File: config.mk
export PLATFORM = sky130hd
export DESIGN_NAME = lut_func_unit
export DESIGN_NICKNAME = d
export VERILOG_FILES = /design/src/rtl/lut_func_unit.sv
export SDC_FILE = /design/constraint.sdc
export NUM_CORES = 1
export LEC_CHECK = 0
export BUFFER_PORTS_ARGS = -buffer_cell sky130_fd_sc_hd__buf_2
export CORE_MARGIN = 3
export CORE_UTILIZATION = 50
export CTS_BUF_LIST = sky130_fd_sc_hd__clkbuf_8
export CTS_CLUSTER_DIAMETER = 60
export DETAILED_ROUTE_END_ITERATION = 12
export PLACE_DENSITY = 0.79
export SLEW_MARGIN = 20
export SYNTH_ARGS = -nofsm -noshare
export SYNTH_HDL_FRONTEND = slang
export SYNTH_SLANG_ARGS = --single-unit
File: constraint.sdc
create_clock -name clk -period 2.1 [get_ports clk]
set_clock_uncertainty 0.15 [all_clocks]
set_input_delay 0.105 -clock clk [delete_from_list [all_inputs] [get_ports clk]]
set_output_delay 0.105 -clock clk [all_outputs]
set_load 0.05 [all_outputs]
File: src/rtl/lut_func_unit.sv
// lut_func_unit: IN_W-input Boolean function from a runtime-loadable truth table, registered result.
// Build option LUT_SHADOW_EN: keep evaluating from the committed table while a new one loads.
module lut_func_unit #(
  parameter int IN_W = 4,
  parameter int LOAD_W = 4
) (
  input  logic              clk,
  input  logic              rst,
  input  logic              cfg_start,
  input  logic              cfg_valid,
  input  logic [LOAD_W-1:0] cfg_data,
  output logic              cfg_ready,
  output logic              cfg_done,
  output logic              busy,
  input  logic              in_valid,
  input  logic [IN_W-1:0]   x,
  output logic              in_ready,
  output logic              out_valid,
  output logic              f
);
  localparam int TBL = 1 << IN_W;
  localparam int BEATS = TBL / LOAD_W;
  localparam int CW = BEATS > 1 ? $clog2(BEATS) : 1;
  typedef enum logic {RUN, LOAD} state_t;
  state_t state_q, state_d;
  logic [CW-1:0] cnt_q, cnt_d;
  logic [TBL-1:0] stg_q, stg_d, tbl_q, tbl_d, stg_w;
  logic done_q, done_d, ov_q, ov_d, f_q, f_d, beat, last, acc;
  assign cfg_ready = state_q == LOAD;
  assign busy = cfg_ready;
  assign cfg_done = done_q;
  assign out_valid = ov_q;
  assign f = f_q;
`ifdef LUT_SHADOW_EN
  assign in_ready = 1'b1;
`else
  assign in_ready = state_q == RUN;
`endif
  // a restart in the same cycle swallows any beat presented with it
  assign beat = cfg_ready & cfg_valid & ~cfg_start;
  assign last = beat & (cnt_q == CW'(BEATS - 1));
  assign acc = in_valid & in_ready;
  always_comb begin
    stg_w = stg_q;
    stg_w[int'(cnt_q)*LOAD_W +: LOAD_W] = cfg_data;
    state_d = cfg_start ? LOAD : last ? RUN : state_q;
    cnt_d = cfg_start ? '0 : beat ? cnt_q + 1'b1 : cnt_q;
    stg_d = cfg_start ? '0 : beat ? stg_w : stg_q;
    tbl_d = last ? stg_w : tbl_q;
    done_d = last;
    ov_d = acc;
    f_d = acc ? tbl_q[x] : f_q;
  end
  always_ff @(posedge clk or posedge rst) begin
    if (rst) begin
      state_q <= RUN;
      cnt_q <= '0;
      stg_q <= '0;
      tbl_q <= '0;
      done_q <= 1'b0;
      ov_q <= 1'b0;
      f_q <= 1'b0;
    end else begin
      state_q <= state_d;
      cnt_q <= cnt_d;
      stg_q <= stg_d;
      tbl_q <= tbl_d;
      done_q <= done_d;
      ov_q <= ov_d;
      f_q <= f_d;
    end
  end
endmodule

## Word-level counts from Yosys, hierarchy flattened

Index checks and enable logic that the tools add are counted.

| storage, ports and cells | value |
|---|---|
| input bits | 13 |
| output and inout bits | 6 |
| word-level logic and storage cells | 30 |
| register bits after elaboration | 38 |

| cells by class | value |
|---|---|
| mux-type cells | 9 |
| add/subtract/negate cells | 2 |
| bitwise gates (word level) | 6 |
| equality and inequality tests | 1 |
| shift operators | 2 |
| $lt $le $gt $ge | 1 |
| reductions and logical operators | 2 |

Operator list:

| kind | count |
|---|---|
| negation 4 -> 33 bit | 1 |
| variable shift 4 x 33 -> 16 bit, first input constant | 1 |
| variable part select 4 x 33 -> 16 bit | 1 |
| 2-to-1 mux 16 bit | 2 |
| bitwise mux 16 bit | 1 |
| < comparator 4 x 5 -> 1 bit, second input constant | 1 |
| bitwise AND 1 bit | 4 |
| binary-select mux 1 bit (select 4 bit) | 1 |
| 2-to-1 mux 2 bit | 2 |
| nonzero test 2 bit | 2 |
| 2-to-1 mux 1 bit | 3 |
| adder 2 x 1 -> 2 bit, second input constant | 1 |
| == test 2 bit, second input constant | 1 |
| NOT 1 bit | 2 |

## Logic depth before layout (Yosys ltp)

Gate-level depths: netlist (run 1).

| depth | value |
|---|---|
| word-level depth | 5 |
| gate-level depth with buffers | 6 |
| mapped depth without buffers | 5 |

## Worst setup path after synthesis (run 1)

Ideal clock, no wire load.

| timing | value |
|---|---|
| path kind | register to register |
| start | register cnt_q[0] |
| end | register tbl_q[0] |
| path buffers | 1 |
| setup slack | 0.118 ns |
| cell stages (with the launch flop) | 7 |
| library setup time | 0.083 ns |
| period minus slack after synthesis | 1.982 ns |
| data arrival time | 1.750 ns |
| data required time | 1.867 ns |
| cell sequence | dfrtp_1 > clkinv_1 > ha_1 > nor4bb_1 > clkbuf_1 > a21oi_1 > o21ai_0 |

| on the way | value |
|---|---|
| cells in the longest elaborated chain, start to end | 3 |
| elaborated cells between the ends (all ways) | 6 |
| those cells by class | add/sub (1); eq/ne (1); shift (2); mux (1); bitwise (1) |

RTL lines:

| what | line | source |
|---|---|---|
| start, declared | 26 | `logic [CW-1:0] cnt_q, cnt_d;` |
| start signal, assigned | 65 | `cnt_q <= cnt_d;` |
| negation 4 -> 33 bit | 45 | `stg_w[int'(cnt_q)*LOAD_W +: LOAD_W] = cfg_data;` |
| variable part select 4 x 33 -> 16 bit / variable shift 4 x 33 -> 16 bit (equally long branches) | 45 |  |
| bitwise mux 16 bit | 45 |  |
| end signal, assigned | 67 | `tbl_q <= tbl_d;` |
| end, declared | 27 | `logic [TBL-1:0] stg_q, stg_d, tbl_q, tbl_d, stg_w;` |

Several ways; a longest one is shown, not always the timed one.
A chain may end at the register's enable or synchronous reset.

## Worst setup path after layout (run 1)

| timing | value |
|---|---|
| start | register cnt_q[0] |
| end | register tbl_q[11] |

The elaborated chain is that of the path after synthesis.

==> summary.md, run 1 <==
For this run, design rule violations remaining after detail routing come to 0. For the final count of hold timing violations, the log shows 0. The weighted congestion at the end of routability-driven global placement is 0.873. The area growth from synthesis to layout is 16.7%. The critical path required time was 2.16 ns. The tools report the initial antenna violation count as 0. The top-area cell type share of the netlist area came out at 49.9%.

The first global-routing pass estimated 6100 um of wire. For this run, asynchronously set or reset flops after synthesis account for 100%. The post-route netlist has 18.3% of its cells at a drive strength greater than 1. The flop and latch count out of synthesis was 34.

The leading cell type in the layout, fill and taps excluded was sky130_fd_sc_hd__dfrtp_1. The later pin in the worst-skew pair is clocked with a latency of 0.29 ns. The clock passes through at most 2 buffers. The run gives 434 uV as the worst IR drop on VDD.

The sequential-to-total area share from yosys stat was 49.9%; the die extent in y was 64.4 um. Dividing total power by cell area gives a power density of 689 nW/um2. The headroom to the max-slew limit was 71.4%. Using the TritonRoute via totals, the vias-per-cell ratio works out to 5.56. After clock tree synthesis, the setup repair step added 0 buffers.

The run gives 0.206 ns as the final worst-path setup slack. Clock-pin slew was measured on the worst setup and hold paths at 0.07 ns. The run gives 63.1% as the end-of-flow core utilization. The routed design has 3480 um of wire.

Setup repair after global routing left no endpoint under its margin. For the sum of net half-perimeters after detailed placement, the log shows 2510 um. Synthesis produced 167 cells.

For the pin with the worst max-slew slack, the measured transition is 0.428 ns. The run gives 4 as the iteration count of the initial detailed-routing pass. The die span in x was 64.4 um. The data arrival time of the worst path was 1.95 ns. For the detailed-route via count, the log shows 1307. Once the floorplan was initialized, standard cells occupied 54.1% of the core.

The maximum fanout along the worst path was 10; the setup-violating endpoint count in the final report was 0. Type of the worst min-delay path: input port to flip-flop. The tree is rooted in a sky130_fd_sc_hd__clkbuf_8. The die covers 4150 um2.

The overall track demand over capacity in global routing is 19.6%. During synthesis, Yosys emitted a total of 0 warnings. The floorplan has 20 rows. The clock period could shrink to 1.89 ns.

The critical path capture point type was a flip-flop. The leakage power was 0.000912 uW. Summed over all instances, the cell type with the most area after synthesis is sky130_fd_sc_hd__dfrtp_1. The final critical-path share of the clock period was 90.2%; the largest net degree at the start of global routing was 35. STA classifies the critical path startpoint as a flip-flop. The logs give 5 for the total clock buffers created by CTS and 185 for the synthesized netlist net count. TritonCTS built the clock tree. Number of max-cap violations: 0. The post-detailed-route wirelength per cell works out to 14.8 um. In the layout the commonest cells are sky130_fd_sc_hd__dfrtp_1 (34), sky130_fd_sc_hd__nand2_1 (24), sky130_fd_sc_hd__buf_2 (18).

The post-synth design cell area was 1710 um2. Yosys attributes the largest share of cell area to sky130_fd_sc_hd__dfrtp_1 (50%), sky130_fd_sc_hd__mux4_1 (6.2%), sky130_fd_sc_hd__a32oi_1 (5.6%). The setup total negative slack was 0 ns. The number of distinct library cell variants in the gate-level netlist after synthesis was 28. Each instance of the synthesized netlist takes up on average 10.2 um2.

The I/O pin total was 19. For this run, the leading register cell type out of synthesis is sky130_fd_sc_hd__dfrtp_1. The flow ran to the end, and the final reports show no timing, DRC or antenna violations. At the placement stage, the worst setup path has a slack of 0.213 ns. The tools report the maximum clock frequency as 528 MHz. The global route total overflow is 0, and the via count of the first global-routing pass is 1313.

For this block, the initial DRC count from the detailed router was 76. The net count of the finished layout is 208. The region available for standard cell placement spans 3150 um2. The number of enable flip-flop cells after synthesis is 0. In this run the tool buffered the top-level ports with 18 buffer cells. The type of the worst setup path is flip-flop to flip-flop. The run gives 277 as the filler cell count. After layout, the design draws a total of 1370 uW.

In this run the number of H-tree levels came out at 2. Clock tree synthesis found a total of 34 sinks. Count of inserted antenna diode cells: 0.

The detail route stage leaves a number of antenna-violating nets equal to 0. The run gives 0 as the max-slew violation total from the final report.
## metal layers
layer	up-vias	GRT usage, %	share of wire [%]
met3	8	6.15	6.0
li1	639	-	-
met5	-	0	0
met1	629	24.7	43
met2	31	31.1	49
met4	0	8.44	2.0
## cells in the mapped netlist (2+ instances only)
master / count
sky130_fd_sc_hd__a21oi_1: 11
sky130_fd_sc_hd__a22oi_1: 2
sky130_fd_sc_hd__a32oi_1: 11
sky130_fd_sc_hd__clkbuf_1: 11
sky130_fd_sc_hd__dfrtp_1: 34
sky130_fd_sc_hd__ha_1: 5
sky130_fd_sc_hd__inv_1: 5
sky130_fd_sc_hd__mux4_1: 4
sky130_fd_sc_hd__nand2_1: 24
sky130_fd_sc_hd__nand3_1: 3
sky130_fd_sc_hd__nand4_1: 3
sky130_fd_sc_hd__nor2_1: 11
sky130_fd_sc_hd__nor2b_1: 11
sky130_fd_sc_hd__nor4bb_1: 3
sky130_fd_sc_hd__o21ai_0: 16
## what timing repair did
action,in CTS,in global routing
hold endpoints to repair,38,0
endpoints found under the setup margin,0,0
hold buffers,5,0
resized for setup,0,0
## layout make-up
type / count / area, um2 / share of cell area [%]
repair buffers: 30 / 193 / 9.69
inverters: 6 / 22.5 / 1.13
clock buffers: 6 / 82.6 / 4.15
flip-flops and latches: 34 / 851 / 42.8
clock inverters: 2 / 12.5 / 0.629
well taps: 44 / 55.1 / 2.77
multi-input cells: 113 / 773 / 38.9
## worst paths after layout
path | start | to | slack (ns) | cells after the start
min in group asynchronous | rst | tbl_q[6]$_DFFE_PP0P_ | 0.30 | 4
worst max register to register | cnt_q[0]$_DFFE_PP0P_ | tbl_q[11]$_DFFE_PP0P_ | 0.21 | 7
worst min register to register | tbl_q[8]$_DFFE_PP0P_ | tbl_q[8]$_DFFE_PP0P_ | 0.33 | 2
max in group asynchronous | rst | stg_q[1]$_DFFE_PP0P_ | 1.20 | 4
worst max-delay path | cnt_q[0]$_DFFE_PP0P_ | tbl_q[11]$_DFFE_PP0P_ | 0.21 | 7
worst min-delay path | cfg_data[1] | tbl_q[13]$_DFFE_PP0P_ | 0.02 | 3
## logic make-up after synthesis
family / after synthesis / synth area share [%]
muxes: 7 / 8.95
buffers and inverters: 20 / 4.77
DFF: 34 / 49.9
adders and majority gates: 5 / 3.67
and+or+nand+nor: 59 / 17.3
xor gates and xnor gates: 1 / 0.514
AOI/OAI and AO/OA: 41 / 14.9
## through the flow
step | cell area [um2] | std cells | hold slack, ns
global placement | 1840 | 222 | 0.0574
global route | 1990 | 235 | 0.0176
floorplan | 1710 | 167 | 0.0966
detailed placement | 1840 | 222 | 0.0688
finish | 1990 | 235 | 0.0175
CTS | 1990 | 235 | 0.00933
## where the power goes
group / internal (uW) / total (uW) / leakage, uW / switching [uW]
registers: 671 / 681 / 0.000467 / 10.1
clock network: 263 / 504 / 0.0000472 / 241
logic: 74.0 / 185 / 0.000398 / 111
## flip-flops by register name, indices dropped and copies added (netlist names)
register and flops:
tbl_q 16, cfg_done 1, out_valid 1, stg_q 12, busy 1, cnt_q 2, f 1
## worst max-delay path, cell delays in order, from the launching register on
cell and delay [ns]:
sky130_fd_sc_hd__dfrtp_1 0.35, sky130_fd_sc_hd__clkinv_1 0.09, sky130_fd_sc_hd__buf_4 0.18, sky130_fd_sc_hd__ha_1 0.24
sky130_fd_sc_hd__nor4bb_1 0.32, sky130_fd_sc_hd__buf_4 0.21, sky130_fd_sc_hd__a32oi_1 0.12, sky130_fd_sc_hd__o21ai_0 0.17
No activity file was read; power rests on OpenSTA's default activity.
==> run 2, diff against run 1 <==
Settings changed: MAX_ROUTING_LAYER from default to met4.
==> summary.md, run 2 (synthesis results as in run 1) <==
Type of the worst setup path: flip-flop to flip-flop. TritonCTS built the clock tree. Wires add up to 3480 um.

For the critical path required time, the log shows 2.16 ns. The number of flip-flops in the largest register is 16. The largest registers in the layout are tbl_q: 16 flops, stg_q: 12 flops, cnt_q: 2 flops.

The initial antenna violation count is 0, and the transition at the pin with the smallest max-transition slack is 0.439 ns. The average via count per standard cell is 5.59, and the weighted congestion at the end of routability-driven global placement is 0.888. Final hold analysis gives a worst-case slack of 0.0181 ns. In this run the number of cells on the critical path is 7. The clock tree synthesis step divided the H-tree into 2 levels. Setup repair after global routing left no endpoint under its margin. The power density over the cells came out at 689 nW/um2.

The total number of placement rows was 20. The number of nets in the layout came out at 208. The worst register-to-register path has a setup slack of 0.21 ns.

Once the floorplan was initialized, standard cells occupied 54.1% of the core. The tools report the nature of the critical path startpoint as a flip-flop. Once the clock tree was built, the setup fixing pass inserted 0 buffers. Count of cells along the worst register-to-register path: 7. The endpoint of the most critical register-to-register path was tbl_q[11]$_DFFE_PP0P_. Of the total power, the share spent switching nets is 26.5%. The I/O pin total came out at 19. The power share of the clock group is 36.8%. In this design, the stage delay of the slowest critical-path cell is 0.35 ns. Once layout is complete, the utilization of the core stands at 63.1%.

The total area inside the core boundary comes to 3150 um2. For the final count of hold timing violations, the log shows 0. Of all nets on the critical path, the largest fanout is 10.

Sequential cells account for 49.7% of the total power. Measured against its own limit, the worst slew margin works out to 70.7%. The slowest stage of the critical path belongs to the cell sky130_fd_sc_hd__dfrtp_1. The leading cell type in the layout, fill and taps excluded was sky130_fd_sc_hd__dfrtp_1. Entering global routing, the biggest net connects 35 pins. The critical path contains buffers and inverters numbering 3 combined. In this run the remaining antenna-violating nets after routing total 0.

Combinational logic burns 13.5% of the power. The wire length of the first global-routing pass was 6110 um. The most flop-heavy register was tbl_q.

For the switching component of the power, the log shows 363 uW. Clock tree synthesis selected as its root buffer the cell sky130_fd_sc_hd__clkbuf_8. Among cell families on the critical path, the largest total delay comes from buffers and inverters.

The sum of net half-perimeters after detailed placement was 2510 um; the count of inserted antenna diode cells was 0. The worst slack at placement was 0.213 ns. The run gives 4150 um2 as the full die area. Data arrival time of the worst path: 1.95 ns. In the routed design, unresolved DRC markers number 0. The flow ran to the end, and the final reports show no timing, DRC or antenna violations. In this run the critical register-to-register path is launched from cnt_q[0]$_DFFE_PP0P_. The number of max-cap violations was 0.

Across every metal layer, demand over resource in global routing totals 20.2%. The insertion delay of the later-clocked pin in the worst-skew pair is 0.29 ns, and the largest buffer count on any clock path is 2. Leakage power: 0.000912 uW. Critical path capture point type: a flip-flop.

Power comes to 1370 uW. Clock transition time at the flip-flop clock pins of the worst setup and hold paths: 0.07 ns. The die span in x was 64.4 um; the final worst-path setup slack was 0.210 ns. The tools report the launch point of the worst path as cnt_q[0]$_DFFE_PP0P_. The area growth from synthesis to layout is 16.7%.

In this run the worst hold path is classified as input port to flip-flop. The count of buffers added on input and output ports is 18. Static timing analysis puts the maximum clock frequency at 529 MHz. The detailed-route via count was 1313; the clock period minus worst slack was 1.89 ns. Adding up every negative setup slack in the final design gives 0 ns. In the final layout, the share of cells above drive strength 1 is 18.3%. The worst-case IR drop observed on VDD is 435 uV.

The first detailed-routing pass took 4 iterations. The tools report the quantity of gates resized following cts as 0. The DRC violation total after the first TritonRoute iteration was 72; the setup-violating endpoint count in the final report was 0. Post-detailed-route wirelength per cell: 14.8 um.

The total number of clock tree sinks is 34, and the die extent in y is 64.4 um. Clock tree synthesis inserted a total of 5 buffers. The run gives 0 as the max-slew violation total from the final report. The number of hold buffers added after CTS was 5. Summed over all layers, the global routing overflow is 0.

In the layout the commonest cells are sky130_fd_sc_hd__dfrtp_1 (34), sky130_fd_sc_hd__nand2_1 (24), sky130_fd_sc_hd__buf_2 (18). The via count of the first global-routing pass is 1311, and the total internal power is 1010 uW. The most used cell along the critical path is sky130_fd_sc_hd__buf_4. Traced cell by cell, the critical path runs through clkinv_1, buf_4, ha_1, nor4bb_1, buf_4, a32oi_1, o21ai_0.

In this run the most critical hold path is launched from cfg_data[1]. The final critical-path share of the clock period is 90.0%. Following the worst setup path forward leads to its endpoint at tbl_q[11]$_DFFE_PP0P_.
run 2: cell type report:
| cell class | instances | area, um2 |
|---|---|---|
| clock buffer | 6 | 82.6 |
| clock inverter | 2 | 12.5 |
| fill | 277 | 1160 |
| inverter | 6 | 22.5 |
| multi-input combinational | 113 | 773 |
| sequential | 34 | 851 |
| tap | 44 | 55.1 |
| timing repair buffer | 30 | 193 |
run 2: how the worst min path moves through the flow:
stage	to	slack, ns	depth (start not counted)
2_1_floorplan	busy$_DFFE_PP0P_	0.1	1
3_3_place_gp	tbl_q[6]$_DFFE_PP0P_	0.06	3
3_5_place_dp	tbl_q[6]$_DFFE_PP0P_	0.07	3
4_1_cts	tbl_q[13]$_DFFE_PP0P_	0.009	3
5_1_grt	tbl_q[13]$_DFFE_PP0P_	0.02	3
6_report	tbl_q[13]$_DFFE_PP0P_	0.02	3
run 2: metal layers:
| layer | vias up | routed length, um | track usage [%] |
|---|---|---|---|
| li1 | 638 | - | - |
| met1 | 635 | 1540 | 24.7 |
| met2 | 32 | 1690 | 31.1 |
| met3 | 8 | 184 | 6.15 |
| met4 | 0 | 69 | 8.44 |
| met5 | - | 0 | - |
run 2: power groups by stage:
stage | clock network (uW) | logic [uW] | registers [uW]
2_1_floorplan | 0 | 117 | 696
3_3_place_gp | 0 | 173 | 693
3_5_place_dp | 0 | 178 | 694
4_1_cts | 524 | 185 | 681
5_1_grt | 562 | 205 | 683
6_report | 504 | 186 | 681
run 2: tightest hold or removal path, cell delays in order:
cell and delay [ns]:
sky130_fd_sc_hd__buf_2 0.15, sky130_fd_sc_hd__nand2_1 0.07, sky130_fd_sc_hd__o21ai_0 0.08
run 2: per-stage QoR:
stage,cell area (um2),instances
floorplan,1710,167
global placement,1840,222
detailed placement,1840,222
CTS,1990,235
global route,1990,235
finish,1990,235
